### src/rtl/keypad_scan_fsm.sv
// keypad_scan_fsm: scans a 4x4 active-low keypad matrix, debounces one key at a time,
// and presents it as a hex code with a level new_hex flag held for the whole press.
// Ports:
//   clk     - system clock, rising edge
//   reset   - asynchronous active-low reset
//   rows    - keypad rows, active-low, asynchronous to clk
//   cols    - column drive, active-low, exactly one bit low
//   new_hex - high while a debounced key is held (including release debounce)
//   hex_out - code of the most recently accepted key
module keypad_scan_fsm #(
    parameter int SCAN_DIV        = 1000,
    parameter int DEBOUNCE_CYCLES = 50000
) (
    input  logic       clk,
    input  logic       reset,
    input  logic [3:0] rows,
    output logic [3:0] cols,
    output logic       new_hex,
    output logic [3:0] hex_out
);
    localparam int DW = $clog2(SCAN_DIV);
    localparam int BW = DEBOUNCE_CYCLES > 1 ? $clog2(DEBOUNCE_CYCLES) : 1;
    localparam logic [DW-1:0] DIV_LAST = DW'(SCAN_DIV - 1);
    localparam logic [BW-1:0] DB_LAST  = BW'(DEBOUNCE_CYCLES - 1);
    // Nibble {row,col} holds the key code; row 0 top, col 0 left.
    localparam logic [63:0] KEYMAP = 64'hDF0E_C987_B654_A321;

    typedef enum logic [1:0] {SCAN, PRESS_DB, HELD, REL_DB} state_t;

    state_t        state, state_n;
    logic [3:0]    rows_m, rows_s;
    logic [1:0]    col, col_n;
    logic [1:0]    key_row, key_row_n;
    logic [1:0]    key_col, key_col_n;
    logic [1:0]    low_row;
    logic [DW-1:0] div_cnt, div_cnt_n;
    logic [BW-1:0] db_cnt, db_cnt_n;
    logic [3:0]    hex_n;
    logic          key_low;

    assign cols    = ~(4'b0001 << col);
    assign low_row = !rows_s[0] ? 2'd0 : !rows_s[1] ? 2'd1 : !rows_s[2] ? 2'd2 : 2'd3;
    assign key_low = !rows_s[key_row];

    always_comb begin
        state_n   = state;
        col_n     = col;
        key_row_n = key_row;
        key_col_n = key_col;
        div_cnt_n = div_cnt;
        db_cnt_n  = db_cnt;
        hex_n     = hex_out;
        case (state)
            SCAN: begin
                if (div_cnt != DIV_LAST) begin
                    div_cnt_n = div_cnt + 1'b1;
                end else if (rows_s != 4'hF) begin
                    state_n   = PRESS_DB;
                    key_row_n = low_row;
                    key_col_n = col;
                    db_cnt_n  = '0;
                end else begin
                    col_n     = col + 2'd1;
                    div_cnt_n = '0;
                end
            end
            PRESS_DB: begin
                if (!key_low) begin
                    state_n   = SCAN;
                    col_n     = col + 2'd1;
                    div_cnt_n = '0;
                end else if (db_cnt == DB_LAST) begin
                    state_n = HELD;
                    hex_n   = KEYMAP[{key_row, key_col, 2'b00} +: 4];
                end else begin
                    db_cnt_n = db_cnt + 1'b1;
                end
            end
            HELD: begin
                if (!key_low) begin
                    state_n  = REL_DB;
                    db_cnt_n = '0;
                end
            end
            REL_DB: begin
                if (key_low) begin
                    state_n  = HELD;
                    db_cnt_n = '0;
                end else if (db_cnt == DB_LAST) begin
                    state_n   = SCAN;
                    col_n     = key_col + 2'd1;
                    div_cnt_n = '0;
                end else begin
                    db_cnt_n = db_cnt + 1'b1;
                end
            end
            default: state_n = SCAN;
        endcase
    end

    always_ff @(posedge clk or negedge reset) begin
        if (!reset) begin
            rows_m  <= 4'hF;
            rows_s  <= 4'hF;
            state   <= SCAN;
            col     <= 2'd0;
            key_row <= 2'd0;
            key_col <= 2'd0;
            div_cnt <= '0;
            db_cnt  <= '0;
            hex_out <= 4'h0;
            new_hex <= 1'b0;
        end else begin
            rows_m  <= rows;
            rows_s  <= rows_m;
            state   <= state_n;
            col     <= col_n;
            key_row <= key_row_n;
            key_col <= key_col_n;
            div_cnt <= div_cnt_n;
            db_cnt  <= db_cnt_n;
            hex_out <= hex_n;
            // Registered alongside state so it is high exactly in HELD and REL_DB.
            new_hex <= (state_n == HELD) || (state_n == REL_DB);
        end
    end
endmodule

### config.mk
export PLATFORM = sky130hd
export DESIGN_NAME = keypad_scan_fsm
export DESIGN_NICKNAME = d
export VERILOG_FILES = /design/src/rtl/keypad_scan_fsm.sv
export SDC_FILE = /design/constraint.sdc
export NUM_CORES = 1
export LEC_CHECK = 0
export ABC_CLOCK_PERIOD_IN_PS = 5500
export CAP_MARGIN = 15
export CORE_ASPECT_RATIO = 0.6
export CORE_MARGIN = 3
export CORE_UTILIZATION = 55
export DETAILED_ROUTE_END_ITERATION = 6
export PLACE_DENSITY = 0.7
export SYNTH_ARGS = -nofsm -noshare
export SYNTH_HDL_FRONTEND = slang
export SYNTH_SLANG_ARGS = --single-unit
### constraint.sdc
create_clock -name clk -period 5.5 [get_ports clk]
set_input_delay 1.375 -clock clk [delete_from_list [all_inputs] [get_ports clk]]
set_output_delay 1.375 -clock clk [all_outputs]
set_load 0.02 [all_outputs]
* Word level (Yosys, flattened, before mapping)
Cells that the tools add are included.
** Operators by class
- Add/subtract/negate cells :: 4
- Order comparisons :: 1
- Eq/ne operators :: 17
- Shift operators :: 2
- Multiplexer cells :: 32
- Bitwise operators :: 3
- Reductions and logical operators :: 8
** Operators with widths (number)
- 2-to-1 mux 16 bit :: 6
- case mux 16 bit (4 select lines) :: 1
- variable part select 64 x 7 -> 4 bit, first input constant :: 1
- 2-to-1 mux 10 bit :: 5
- case mux 10 bit (3 select lines) :: 1
- 2-to-1 mux 2 bit :: 14
- adder 16 x 1 -> 16 bit, second input constant :: 1
- equality test 16 bit, second input constant :: 1
- != test 2 bit, second input constant :: 8
- adder 10 x 1 -> 10 bit, second input constant :: 1
- != test 10 bit, second input constant :: 1
- equality test 2 bit, second input constant :: 4
- case mux 2 bit (4 select lines) :: 1
- case mux 2 bit (3 select lines) :: 1
- AND reduction 3 bit :: 2
- AND reduction 6 bit :: 1
- AND reduction 5 bit :: 1
- adder 2 x 1 -> 2 bit, second input constant :: 2
- != test 4 bit, second input constant :: 1
- inverter 4 bit :: 1
- AND reduction 4 bit :: 1
- left shift 1 x 2 -> 4 bit, first input constant :: 1
- less-than comparator 2 x 3 -> 1 bit, second input constant :: 1
- != test 3 bit, second input constant :: 1
- other kinds (7) :: 9
** Storage, ports and cells
- Register bits after elaboration :: 47
- Input bits :: 6
- Word-level logic and storage cells :: 77

* Longest topological paths before layout
- Word-level depth :: 6
- Mapped depth :: 8
- Gate-level depth less buffers :: 6

* Least setup slack after synthesis
No wires, ideal clock.
- Path kind :: reg-to-output
- Start :: reg col[0]
- End :: out cols[0]
- Arrival :: 0.888 ns
- Path slack :: 3.237 ns
- Stages on the path, launching flop included :: 3
- Buffers on the path :: 1
- Path through :: dfrtp_1 -> clkbuf_1 -> or2_2
** Between the ends
- Cells in the longest elaborated chain, start to end :: 2
** RTL lines
- from (decl) :: RTL line 32 : logic [1:0] col, col_n;
- from (signal assigned) :: RTL line 117 : col <= col_n;
- left shift 1 x 2 -> 4 bit :: RTL line 41 : assign cols = ~(4'b0001 << col);
- inverter 4 bit :: RTL line 41
- to (decl) :: RTL line 17 : output logic [3:0] cols,
No other way between the ends.

==> run summary <==
The top flip-flop cell by instance count after synthesis is dfrtp_1. The fraction of the yosys area taken by sequential cells is 0.443, and the area growth from synthesis to final layout is 8.59%. The async set-or-reset flop fraction in the synthesized netlist came out at 1.00.

The mean instance size in the synthesized netlist works out to 9.43 sq um. For the pin with the worst max-slew slack, the measured transition is 0.999 ns. The count of flip-flops with a built-in enable after synthesis was 0. The total leakage power is 1.15 nW, and the worst max-slew margin expressed relative to the limit is 0.334. In the final design database the tool counted 299 nets. H-tree depth: 2. In the routed layout, each cell is associated on average with a via count of 6.15. In the final layout, flip-flops and latches occupy 1160 sq um.

TritonCTS built the clock tree. The tools report the number of global-route vias before repair as 1874. In this run the tool buffered the top-level ports with 14 buffer cells.

The data required time of the worst path is 4.12 ns, and the minimum clock period is 3.13 ns. Synthesis inferred 46 register bits. Summed over all layers, the routed wires come to 5410 microns. The flow ran to the end, and the final reports show no timing, DRC or antenna violations. The average wire per cell in the routed design was 15.6 microns; the summed instance area of the synthesized netlist was 2620 sq um. After legalization and detailed placement, the total HPWL measured 3880 microns. The tools report the final number of hold-violating endpoints as 0. Setup violations remaining at the end of the flow were counted as 0. After routing, the total negative slack on setup checks comes to 0 ns.

The first-pass detailed-route iteration total was 5. Synthesis instantiated 56 different standard cells from the library. STA classifies the critical path startpoint as a flop. Buffer and inverter count on the worst path: 1. The logs give 0 for the final antenna-violating net count and 5 for the number of buffers created by CTS. CTS placed an instance of clkbuf_8 at the clock tree root.

The area occupied by multi-input gates is 1340 sq um, and the data arrival time at the worst-slack endpoint is 1.76 ns. The Yosys step of the flow raised 0 warnings. The tools report the aggregate global-route resource usage as 0.211. Category of the critical setup timing path: flop to primary output.

The delay of the slowest critical-path stage is 0.75 ns, and the count of inserted antenna diode cells is 0. The tools report the effective utilization at floorplan as 0.603. For the number of slew-limit violations in the final report, the log shows 0.

The maximum vdd drop is 0.160 mV. The first global-routing pass estimated 9230 microns of wire. The clock-pin slew reported for the worst setup and hold paths after clock tree synthesis was 0.08 ns; the number of maximum-capacitance violations was 0. The total overflow left after global routing is 0. The final setup slack of the worst path is 2.37 ns, and the quantity of hold-fixing buffers added after cts is 0. The portion of the clock cycle consumed by the worst path in the final layout is 0.570, and the height of the die is 59.5 microns. The tools report the number of top-level design ports as 15. The number of standard cells after synthesis was 278.

The floorplan has 18 rows. The logs give 0.29 ns for the clock network latency to the later pin of the worst-skew pair and 0 for the initial antenna violation count. For this design the ratio of total power to cell area is 199 nW/um^2.

For the number of buffers on the longest clock path, the log shows 2. On the final layout, the worst clock skew is 0.00395 ns. Setup repair after global routing left no endpoint under its margin. The tools report the type of destination of the critical path as a primary output. Setup slack on the worst flop-to-flop path: 2.70 ns. The initial detailed-routing violation count was 175; the die footprint was 5660 sq um. After clock tree synthesis, the repair step resized 0 gates. The total area inside the core boundary comes to 4350 sq um. Detailed routing inserted a total of 2133 vias.

The signal on the critical path passes through clkdlybuf4s50_1. Among all stages on the critical path, the largest delay is contributed by dfrtp_1. Static timing analysis puts the maximum clock frequency at 0.319 GHz. The routability congestion estimate from global placement is 0.882, and the chip width is 95.1 microns. Worst slack at placement: 2.70 ns. The kind of cell with the highest combined delay along the critical path is flip-flops.

The maximum net fanout on the critical path is 19. When the netlist entered floorplanning its net count stood at 291. In this run the worst hold path is classified as flop to flop.

The tools report the post-CTS setup-driven buffer insertion count as 0. Fill cell instance count of the final layout: 335. Entering global routing, the biggest net connects 47 pins. After detailed routing, the number of remaining DRC violations is 0. The share of cells above drive strength 1 works out to 0.125. The clock drives 46 sinks.
[layer usage]
layer	share of wire	GRT usage	routed length, microns
met1	0.56	0.356	3010
met4	0.0035	0.0370	19
met5	0	0	0
met3	0.069	0.0584	371
met2	0.37	0.259	2010
[layout make-up]
type                    instances  area share
clock buffers                   7      0.0303
clock inverters                 1     0.00176
inverters                      12      0.0158
multi-input cells             207       0.471
flip-flops and latches         46       0.408
well taps                      60      0.0264
repair buffers                 14      0.0475
[cell families (layout without fill, tap and decap cells)]
kind of cell	Yosys count	in the layout	share of synthesized area
AO/OA/AOI/OAI	83	83	0.221
XOR/XNOR	1	1	0.00334
adder cells (fa/ha/maj)	7	7	0.0334
buffers and inverters	25	34	0.0463
flip-flops	46	46	0.443
multiplexers	8	8	0.0363
AND/OR/NAND/NOR	108	108	0.217
[sequential cells by signal, summed over array words and instances, names as in the netlist, named ones only]
signal	count
db_cnt	16
div_cnt	10
hex_out	4
rows_m	4
rows_s	4
col	2
key_col	2
key_row	2
[worst paths after layout]
kind | from | to | cells past startpoint
max in group asynchronous | reset | div_cnt[8]$_DFFE_PN0P_ | 1
setup reg to reg | db_cnt[13]$_DFFE_PN0P_ | div_cnt[8]$_DFFE_PN0P_ | 5
hold / removal | rows_m[2]$_DFF_PN1_ | rows_s[2]$_DFF_PN1_ | 0
min in group asynchronous | reset | db_cnt[15]$_DFFE_PN0P_ | 1
hold reg to reg | rows_m[2]$_DFF_PN1_ | rows_s[2]$_DFF_PN1_ | 0
setup / recovery | flop | new_hex | 1
[cell usage in the layout (no fill, tap or decap), types with 2 or more instances in the layout]
cell type and instances:
o21ai_2 10, nand4_1 4, clkbuf_8 6, nand2_1 26, or3_1 2, inv_1 12
nand2b_1 2, ha_1 7, nand3b_1 2, nor3_1 8, and2_1 2, clkdlybuf4s50_1 13
nor4bb_1 2, and3_1 2, nand3_1 16, a21o_1 2, nor4_1 3, mux2_2 2
o41ai_1 4, o21ai_0 15, a21oi_1 16, o31ai_1 9, nor2_1 24, a22o_1 3
a41oi_1 2, nor2b_1 4, dfrtp_1 38, dfstp_2 8, mux2i_1 5, a31oi_1 11
[report_power, final]
| group | switching, mW | total [mW] | internal (mW) |
|---|---|---|---|
| sequential | 0.00156 | 0.345 | 0.343 |
| clock | 0.107 | 0.208 | 0.101 |
| combinational | 0.00875 | 0.0127 | 0.00398 |
| total | 0.117 | 0.566 | 0.449 |
[through the flow]
stage	total power [mW]	hold slack (ns)	utilization	instance area [sq um]	instances
floorplan	0.355	0.345	-	2620	278
global placement	0.365	0.346	0.634	2760	339
detailed placement	0.365	0.347	0.634	2760	339
CTS	0.572	0.359	0.655	2850	347
global route	0.590	0.362	0.655	2850	347
finish	0.566	0.359	0.655	2850	347
[synthesized netlist by cell type, types with 2 or more instances]
cell type / number / area share
a21o_1: 2 / 0.0057
a21oi_1: 16 / 0.031
a22o_1: 3 / 0.010
a31oi_1: 11 / 0.026
a41oi_1: 2 / 0.0067
and2_1: 2 / 0.0048
and3_1: 2 / 0.0048
buf_6: 3 / 0.013
clkbuf_1: 8 / 0.011
dfrtp_1: 38 / 0.36
dfstp_2: 8 / 0.080
ha_1: 7 / 0.033
inv_1: 12 / 0.017
mux2_2: 2 / 0.0086
mux2i_1: 5 / 0.019
nand2_1: 26 / 0.037
nand2b_1: 2 / 0.0048
nand3_1: 16 / 0.031
nand3b_1: 2 / 0.0057
nand4_1: 4 / 0.0095
nor2_1: 24 / 0.034
nor2b_1: 4 / 0.0095
nor3_1: 8 / 0.015
nor4_1: 3 / 0.0072
nor4bb_1: 2 / 0.0076
o21ai_0: 15 / 0.029
o21ai_2: 10 / 0.033
o31ai_1: 9 / 0.026
o41ai_1: 4 / 0.013
or3_1: 2 / 0.0048
Power figures use the tool's default switching activity.
